`config.mk`:
```
export PLATFORM = sky130hd
export DESIGN_NAME = call_ui_ctrl
export DESIGN_NICKNAME = d
export VERILOG_FILES = /design/src/rtl/ui_pkg.sv /design/src/rtl/ui_digit_buffer.sv /design/src/rtl/call_ui_ctrl.sv
export SDC_FILE = /design/constraint.sdc
export NUM_CORES = 1
export LEC_CHECK = 0
export ABC_AREA = 1
export CAP_MARGIN = 25
export CORE_AREA = 3 3 99 172
export CTS_CLUSTER_DIAMETER = 120
export CTS_CLUSTER_SIZE = 28
export DETAILED_ROUTE_END_ITERATION = 12
export DIE_AREA = 0 0 102 175
export GPL_TIMING_DRIVEN = 0
export PLACE_DENSITY = 0.74
export SYNTH_ARGS = -nofsm -noshare
export SYNTH_HDL_FRONTEND = slang
export SYNTH_HIERARCHICAL = 1
export SYNTH_SLANG_ARGS = --single-unit
```
`constraint.sdc`:
```
create_clock -name clk -period 3.6 [get_ports clk]
set_clock_uncertainty 0.15 [all_clocks]
set_input_delay 0.72 -clock clk [delete_from_list [all_inputs] [get_ports clk]]
set_output_delay 0.72 -clock clk [all_outputs]
set_load 0.01 [all_outputs]
```
`src/rtl/ui_pkg.sv`:
```
// Shared encodings for the telephony call/menu controller: call states,
// command codes, menu indices and the wrapping menu-step helper.
package ui_pkg;

    typedef enum logic [2:0] {
        ST_IDLE      = 3'd0,
        ST_INCOMING  = 3'd1,
        ST_INITIATE  = 3'd2,
        ST_BUSY      = 3'd3,
        ST_CALL_WAIT = 3'd4
    } call_state_e;

    typedef enum logic [2:0] {
        CMD_NONE   = 3'd0,
        CMD_DIAL   = 3'd1,
        CMD_ANSWER = 3'd2,
        CMD_REJECT = 3'd3,
        CMD_HANGUP = 3'd4,
        CMD_SWAP   = 3'd5,
        CMD_SELECT = 3'd6
    } cmd_e;

    localparam logic [4:0] MENU_CALL_NUMBER = 5'd3;
    localparam logic [4:0] MENU_ADD_BLOCK   = 5'd12;

    // Up wins over down; both ends wrap around the menu.
    function automatic logic [4:0] menu_step(input logic [4:0] cur, input logic up,
                                             input logic down, input int unsigned items);
        logic [4:0] last;
        last = 5'(items - 1);
        if (up)
            return (cur == last) ? 5'd0 : cur + 5'd1;
        if (down)
            return (cur == 5'd0) ? last : cur - 5'd1;
        return cur;
    endfunction

endpackage

```
`src/rtl/ui_digit_buffer.sv`:
```
// Dialled-address buffer: newest digit enters the least significant nibble,
// backspace shifts it back out. Clear wins over append, append over backspace.
module ui_digit_buffer #(
    parameter int NUM_DIGITS = 10
) (
    input  logic                              clk,
    input  logic                              reset_n,
    input  logic                              append,
    input  logic                              backspace,
    input  logic                              clear,
    input  logic [3:0]                        digit,
    output logic [4*NUM_DIGITS-1:0]           digits,
    output logic [$clog2(NUM_DIGITS+1)-1:0]   count
);

    localparam int AW = 4 * NUM_DIGITS;
    localparam int CW = $clog2(NUM_DIGITS + 1);

    // NOTE: registers take non-blocking (<=) assignments so every flop samples
    // pre-edge values regardless of statement order.
    always_ff @(posedge clk or negedge reset_n) begin
        if (!reset_n) begin
            digits <= '0;
            count  <= '0;
        end else if (clear) begin
            digits <= '0;
            count  <= '0;
        end else if (append && digit <= 4'd9 && count < CW'(NUM_DIGITS)) begin
            digits <= {digits[AW-5:0], digit};
            count  <= count + CW'(1);
        end else if (backspace && count != '0) begin
            digits <= {4'd0, digits[AW-1:4]};
            count  <= count - CW'(1);
        end
    end

endmodule

```
`src/rtl/call_ui_ctrl.sv`:
```
// Call-state FSM, menu cursor and network command handshake for the phone UI.
// Optional caller block list is compiled in with `define CALL_BLOCK_EN.
module call_ui_ctrl
    import ui_pkg::*;
#(
    parameter int NUM_DIGITS   = 10,
    parameter int MENU_ITEMS   = 17,
    parameter int RING_TIMEOUT = 50_000_000,
    parameter int BLOCK_DEPTH  = 4
) (
    input  logic                              clk,
    input  logic                              reset_n,
    input  logic                              btn_enter,
    input  logic                              btn_up,
    input  logic                              btn_down,
    input  logic                              btn_left,
    input  logic                              btn_right,
    input  logic [3:0]                        digit_in,
    input  logic                              net_incoming,
    input  logic                              net_accepted,
    input  logic                              net_hangup,
    input  logic [4*NUM_DIGITS-1:0]           caller_addr,
    output logic                              cmd_valid,
    input  logic                              cmd_ready,
    output logic [2:0]                        cmd,
    output logic [4*NUM_DIGITS-1:0]           cmd_addr,
    output logic [2:0]                        call_state,
    output logic [4:0]                        menu_item,
    output logic [$clog2(NUM_DIGITS+1)-1:0]   digit_count
);

    localparam int AW = 4 * NUM_DIGITS;
    localparam int RW = (RING_TIMEOUT > 1) ? $clog2(RING_TIMEOUT) : 1;

    call_state_e     state;
    cmd_e            cmd_q;
    logic [RW-1:0]   ring_cnt;
    logic [AW-1:0]   digits;
    logic            cmd_free, timeout, ring_state, on_dial_item;
    logic            caller_blocked, block_store, block_item, buf_clear;

    assign call_state   = state;
    assign cmd          = cmd_q;
    assign cmd_free     = !cmd_valid;
    assign timeout      = (ring_cnt == RW'(RING_TIMEOUT - 1));
    assign ring_state   = (state == ST_INCOMING) || (state == ST_INITIATE) || (state == ST_CALL_WAIT);
    assign on_dial_item = (state == ST_IDLE) && !net_incoming && (menu_item == MENU_CALL_NUMBER);
    // The dialled number stays in the buffer until the network takes the DIAL.
    assign buf_clear    = (cmd_valid && cmd_ready && cmd_q == CMD_DIAL) || block_store;

    ui_digit_buffer #(.NUM_DIGITS(NUM_DIGITS)) u_digits (
        .clk       (clk),
        .reset_n   (reset_n),
        .append    (on_dial_item && btn_right),
        .backspace (on_dial_item && btn_left),
        .clear     (buf_clear),
        .digit     (digit_in),
        .digits    (digits),
        .count     (digit_count)
    );

`ifdef CALL_BLOCK_EN
    localparam int PW = (BLOCK_DEPTH > 1) ? $clog2(BLOCK_DEPTH) : 1;

    logic [AW-1:0]          block_addr [BLOCK_DEPTH];
    logic [BLOCK_DEPTH-1:0] block_valid;
    logic [PW-1:0]          block_ptr;

    assign block_item  = (menu_item == MENU_ADD_BLOCK);
    assign block_store = (state == ST_IDLE) && !net_incoming && btn_enter && block_item
                         && (digit_count != '0);

    always_comb begin
        // NOTE: default first so no path leaves the output unassigned (no latch).
        caller_blocked = 1'b0;
        for (int i = 0; i < BLOCK_DEPTH; i++)
            if (block_valid[i] && block_addr[i] == caller_addr)
                caller_blocked = 1'b1;
    end

    always_ff @(posedge clk or negedge reset_n) begin
        if (!reset_n) begin
            // NOTE: the list feeds a combinational match, so it is reset to keep
            // power-up garbage from ever rejecting a caller.
            for (int i = 0; i < BLOCK_DEPTH; i++)
                block_addr[i] <= '0;
            block_valid <= '0;
            block_ptr   <= '0;
        end else if (block_store) begin
            block_addr[block_ptr]  <= digits;
            block_valid[block_ptr] <= 1'b1;
            block_ptr <= (block_ptr == PW'(BLOCK_DEPTH - 1)) ? '0 : block_ptr + PW'(1);
        end
    end
`else
    localparam int unused_block_depth = BLOCK_DEPTH;
    logic unused_caller;
    assign unused_caller  = ^caller_addr;
    assign caller_blocked = 1'b0;
    assign block_store    = 1'b0;
    assign block_item     = 1'b0;
`endif

    always_ff @(posedge clk or negedge reset_n) begin
        if (!reset_n) begin
            state     <= ST_IDLE;
            menu_item <= '0;
            cmd_valid <= 1'b0;
            cmd_q     <= CMD_NONE;
            cmd_addr  <= '0;
            ring_cnt  <= '0;
        end else begin
            // Slot returns to all-zero after acceptance, so issuers only set what differs.
            if (cmd_valid && cmd_ready) begin
                cmd_valid <= 1'b0;
                cmd_q     <= CMD_NONE;
                cmd_addr  <= '0;
            end
            if (ring_state && !timeout)
                ring_cnt <= ring_cnt + RW'(1);

            case (state)
                ST_IDLE: begin
                    if (net_incoming) begin
                        if (caller_blocked) begin
                            if (cmd_free) begin cmd_valid <= 1'b1; cmd_q <= CMD_REJECT; end
                        end else begin
                            state    <= ST_INCOMING;
                            ring_cnt <= '0;
                        end
                    end else begin
                        menu_item <= menu_step(menu_item, btn_up, btn_down, MENU_ITEMS);
                        if (btn_enter && cmd_free) begin
                            if (menu_item == MENU_CALL_NUMBER) begin
                                if (digit_count != '0) begin
                                    cmd_valid <= 1'b1;
                                    cmd_q     <= CMD_DIAL;
                                    cmd_addr  <= digits;
                                    state     <= ST_INITIATE;
                                    ring_cnt  <= '0;
                                end
                            end else if (!block_item) begin
                                cmd_valid <= 1'b1;
                                cmd_q     <= CMD_SELECT;
                                cmd_addr  <= AW'(menu_item);
                            end
                        end
                    end
                end
                ST_INCOMING: begin
                    if (net_hangup)
                        state <= ST_IDLE;
                    else if (btn_enter && cmd_free) begin
                        cmd_valid <= 1'b1; cmd_q <= CMD_ANSWER; state <= ST_BUSY;
                    end else if ((btn_left || timeout) && cmd_free) begin
                        cmd_valid <= 1'b1; cmd_q <= CMD_REJECT; state <= ST_IDLE;
                    end
                end
                ST_INITIATE: begin
                    if (net_hangup)
                        state <= ST_IDLE;
                    else if (net_accepted)
                        state <= ST_BUSY;
                    else if ((btn_left || timeout) && cmd_free) begin
                        cmd_valid <= 1'b1; cmd_q <= CMD_HANGUP; state <= ST_IDLE;
                    end
                end
                ST_BUSY: begin
                    if (net_hangup)
                        state <= ST_IDLE;
                    else if (net_incoming) begin
                        if (caller_blocked) begin
                            if (cmd_free) begin cmd_valid <= 1'b1; cmd_q <= CMD_REJECT; end
                        end else begin
                            state    <= ST_CALL_WAIT;
                            ring_cnt <= '0;
                        end
                    end else begin
                        menu_item <= menu_step(menu_item, btn_up, btn_down, MENU_ITEMS);
                        if (btn_left && cmd_free) begin
                            cmd_valid <= 1'b1; cmd_q <= CMD_HANGUP; state <= ST_IDLE;
                        end else if (btn_enter && cmd_free) begin
                            cmd_valid <= 1'b1;
                            cmd_q     <= CMD_SELECT;
                            cmd_addr  <= AW'(menu_item);
                        end
                    end
                end
                ST_CALL_WAIT: begin
                    // The waiting caller keeps its original ring deadline.
                    if (net_hangup)
                        state <= ST_INCOMING;
                    else if (btn_enter && cmd_free) begin
                        cmd_valid <= 1'b1; cmd_q <= CMD_SWAP; state <= ST_BUSY;
                    end else if ((btn_left || timeout) && cmd_free) begin
                        cmd_valid <= 1'b1; cmd_q <= CMD_REJECT; state <= ST_BUSY;
                    end
                end
                default: state <= ST_IDLE;
            endcase
        end
    end

endmodule

```
[Word level (Yosys, flattened, before mapping)]
Index checks and enable logic that the tools add are counted.
Storage, ports and cells
  register bits after elaboration: 122
  logic and storage cells: 158
Operators by class
  eq/ne operators: 18
  order comparisons: 2
  multiplexer cells: 98
  reductions and logical operators: 27
  add/subtract/negate cells: 5
Operator list (number)
  2-to-1 mux 40 bit: 12
  2-to-1 mux 26 bit: 7
  2-to-1 mux 3 bit: 32
  one-hot mux 40 bit (2 select lines): 1
  2-to-1 mux 5 bit: 11
  one-hot mux 26 bit (2 select lines): 1
  one-hot mux 3 bit (5 select lines): 2
  2-to-1 mux 1 bit: 27
  adder 26 x 1 -> 26 bit (second input constant): 1
  == test 26 bit (second input constant): 1
  logical AND 1 bit: 13
  2-to-1 mux 4 bit: 3
  one-hot mux 5 bit (2 select lines): 1
  != test 3 x 2 -> 1 bit (second input constant): 3
  == test 3 x 1 -> 1 bit (second input constant): 2
  == test 3 x 2 -> 1 bit (second input constant): 2
  != test 2 bit (second input constant): 3
  AND reduction 6 bit: 1
  adder 5 x 1 -> 5 bit (second input constant): 1
  == test 5 x 2 -> 1 bit (second input constant): 1
  == test 5 bit (second input constant): 1
  logical NOT 5 bit: 1
  AND reduction 5 bit: 1
  subtractor 5 x 1 -> 5 bit (second input constant): 1
  other kinds (17): 21

[Logic depth before layout (Yosys ltp)]
  depth after elaboration: 13
  gate-level depth with buffers: 16
  depth with buffers taken out: 14

[Hierarchy]
The synthesis kept the hierarchy.
By module, submodules not included
  call_ui_ctrl: cells an instance 661, area an instance 4787.1 sq um, sequential area each 1951.9 sq um, times used 1
  ui_digit_buffer: cells an instance 299, area an instance 2288.4 sq um, sequential area each 1101.1 sq um, times used 1

[Least setup slack after synthesis]
OpenSTA, ideal clock, no wires.
  path type: input -> register
  start: input net_incoming
  end: register u_digits.count[3]
  setup slack: 0.809 ns
  setup time: 0.117 ns
  stages on the path: 13
  buffers on the path: 2
  arrival: 2.524 ns
  data required time: 3.333 ns
  cells stage by stage: inv_1 > nand2_1 > nor3b_1 > nand3_2 > buf_6 > buf_2 > ha_1 > nand2_1 > nand2_1 > nor2_1 > nand3_1 > nand3_1 > nand2_1
Between the ends
  word-level cells in the longest chain between the ends: 8
  elaborated cells between the ends (all ways): 11
Ends and longest elaborated chain
  from (decl): line call_ui_ctrl.sv:19  | input logic net_incoming,
  logical NOT 1 bit *: line call_ui_ctrl.sv:47  | assign on_dial_item = (state == ST_IDLE) && !net_incoming && (menu_item == MENU_CALL_NUMBER);
  logical AND 1 bit * (2 in series): line call_ui_ctrl.sv:47
  logical AND 1 bit: line call_ui_ctrl.sv:54  | .append (on_dial_item && btn_right),
  logical AND 1 bit (2 in series): line ui_digit_buffer.sv:28  | end else if (append && digit <= 4'd9 && count < CW'(NUM_DIGITS)) begin
  2-to-1 mux 4 bit: line ui_digit_buffer.sv:28
  2-to-1 mux 4 bit: line ui_digit_buffer.sv:25  | end else if (clear) begin
  to (signal assigned): line ui_digit_buffer.sv:30  | count <= count + CW'(1);
  to (signal assigned): line ui_digit_buffer.sv:33  | count <= count - CW'(1);
  to (decl): line ui_digit_buffer.sv:13  | output logic [$clog2(NUM_DIGITS+1)-1:0] count
Every way passes the cells marked *; elsewhere a longest branch is shown, timed or not.
A chain may end at the register's enable or synchronous reset.

[Worst setup path in the final report]
Ends and elaborated chain as after synthesis.

==> metrics <==
WL/cell=between 15 and 20 µm; total gr overflow=0; Critical Path, Cell by Cell=clkdlybuf4s50_1, inv_1, nand2_1, nor3b_2, nand3_2, buf_6, buf_2, ha_1, nand2_1, nand2_1, nor2_1, nand3_1, nand3_1, nand2_1; Worst-Margin Slew=between 0.8 and 0.9 ns; Longest Clk Path Bufs=2; Max Clk Rate=roughly 300 MHz; core outline area=between 15000 and 20000 µm²; TritonCTS clock tree=yes; Clock Latency Late Sink=~0.42 ns; root buffer cell=clkbuf_16; top_reg_cell synth=dfrtp_1; synth warn=6; area leader, netlist=dfrtp_1; Synth Cell Area=7080 µm²; placed insts=around 1200; Layout fillers=~1500; post-synth cell types=45; most used cell along the critical path=nand2_1; CTS Hold Bufs=0; IO buf count=between 60 and 70; storage element area=3050 µm²; DIE AREA=about 18000 µm²; first-pass GRT wire length=approximately 32000 µm; Startpoint Class=primary input; part of the cycle the worst path needs=0.919; Critical Path Fanout Max=12; layout cells sized above 1=0.105; Top Ports=approximately 110; Max stage delay on crit path=roughly 0.51 ns; number of diodes=0; VDD IR max=0.000400 V; Worst EP required=approximately 3.8 ns; Vias=6693; Final Setup Violations=0; pin count of the biggest net entering global routing=96; crit path max-delay cell type=clkdlybuf4s50_1; DP Wirelength=approximately 14000 µm; Tot Pwr=5.99 mW; Die Wd=between 100 and 150 µm; WP data arrival=~3.5 ns; Layout Nets=~1100; vias in the first global route=6665; status=completed; Hold Crit Class=primary input to async pin; gpl congestion=a little over 0.9; Row Count=around 60; DRT Pass-1 Iters=5; largest cells by area after synthesis=dfrtp_1, nand2_1, inv_1; RSZ-0062 raised after global routing=false; Slew headroom=0.421; Layout area overhead=21.8%; fin crit period=around 3.3 ns; Max Slew Vio Count=0; mean post-synth cell area=~7.4 µm²; Seq cells post-synth=between 100 and 150; clock buffer count from CTS=17; H-tree depth=4; initial antenna violation count=0; WS Path Type=primary input to flop; DRC Markers=0; Crit. End Element=flop; initial core utilization=0.446; PwrDens=approximately 700 nW/µm²; area share of the largest cell type after synthesis=0.431; Clock Sinks=122; die height=about 180 µm; Tot GR Track Use=0.226; drt initial violations=370; multi-input logic area=3210 µm²; share of flip-flops with an asynchronous set or reset=1.00; Final Non-Filler Cells=1251; CTS clk-pin slew, worst paths=roughly 0.06 ns; Antenna Nets Post-Route=0; Seq/Total Area, Yosys=0.431; Synthesized Nets=1021; leakage power=4.06 nW; Post-Syn Instances=960; DRT Wirelength=between 15000 and 20000 µm; max cap viols=0; setup TNS=0 ns; vias per cell=between 5 and 6; Post-synth EDFFs=0; final hold violations=0
[synthesized netlist by cell type (all sizes together) (4+ instances only)]
cell / number
dfrtp: 122
nand2: 228
inv: 151
a21oi: 36
o21ai: 163
nand4: 8
nand3: 80
o21a: 4
ha: 5
clkbuf: 10
buf: 27
a31oi: 4
nor3: 17
nor2: 82
[layout by cell type (no fill, tap or decap), types with 15 or more instances in the layout]
master	synthesis	routed
o21ai_0	84	84
dfrtp_1	122	122
inv_1	139	139
nor3_1	15	15
nand2_1	219	219
clkbuf_16	0	17
nand3_1	73	73
clkdlybuf4s50_1	0	68
o21ai_1	73	73
nor2_1	74	74
a21oi_1	32	32
[stage by stage]
stage / utilization / worst slack [ns] / hold slack, ns / cell area, µm²
floorplan: - / 0.809 / 0.274 / 7080
global placement: 0.504 / -3.38 / 0.325 / 8000
detailed placement: 0.506 / -0.311 / 0.340 / 8030
CTS: 0.542 / 0.126 / 0.0159 / 8610
global route: 0.543 / 0.0953 / 0.0309 / 8620
finish: 0.543 / 0.291 / 0.0190 / 8620
[state kept, by name, summed over array words and instances, names as in the netlist]
signal,flops
menu_item,5
cmd,3
ring_cnt,26
cmd_valid,1
call_state,3
u_digits/digits,40
u_digits/count,4
cmd_addr,40
[path summary, 6_finish.rpt]
path                          startpoint           endpoint  slack (ns)  depth (start not counted)
min in group clk            ring_cnt[25]       ring_cnt[25]        0.35                          1
hold reg to reg             ring_cnt[25]       ring_cnt[25]        0.35                          1
setup / recovery            net_incoming  u_digits/count[3]        0.29                         14
setup reg to reg           call_state[1]  u_digits/count[3]        0.53                         15
max in group asynchronous        reset_n       ring_cnt[15]        2.53                          2
hold / removal                   reset_n       menu_item[2]        0.02                          1
[area by class of cell]
class / count / share of cell area
Buffer: 37 / 0.0285
Clock buffer: 17 / 0.0494
Clock inverter: 15 / 0.0179
Inverter: 151 / 0.0661
Multi-Input combinational cell: 650 / 0.373
Sequential cell: 122 / 0.354
Tap cell: 189 / 0.0274
Timing Repair Buffer: 70 / 0.0835
[report_power, final]
part | leakage [nW] | internal, mW | total [mW] | switching (mW)
registers | 1.59 | 1.67 | 2.00 | 0.326
clock network | 0.282 | 0.979 | 1.70 | 0.725
logic | 2.19 | 0.836 | 2.29 | 1.45
[worst max-delay path, delay by kind of cell]
family / cells / cell delay (ns)
buf+inv: 4 / 1.18
fa+ha+maj: 1 / 0.34
simple gates: 9 / 1.23
[per-layer routing]
layer | vias up | track usage | part of all wire
met3 | 60 | 0.0316 | 0.039
met4 | 0 | 0.109 | 0.040
met5 | - | 0 | 0
li1 | 3281 | - | -
met2 | 217 | 0.412 | 0.55
met1 | 3135 | 0.250 | 0.37
[what timing repair did]
action,4_1_cts,5_1_grt
resized for setup,0,1
buffers inserted,0,0
setup endpoints to repair,0,1
[logic make-up (layout without fill, tap and decap cells)]
kind of cell,after synthesis,count (layout),share of synthesized area
AOI/OAI and AO/OA,219,219,0.167
xor gates and xnor gates,5,5,0.00619
adders and majority gates,6,6,0.0117
buffers and inverters,188,290,0.115
DFF,122,122,0.431
and+or+nand+nor,420,420,0.269
Power figures use the tool's default switching activity.
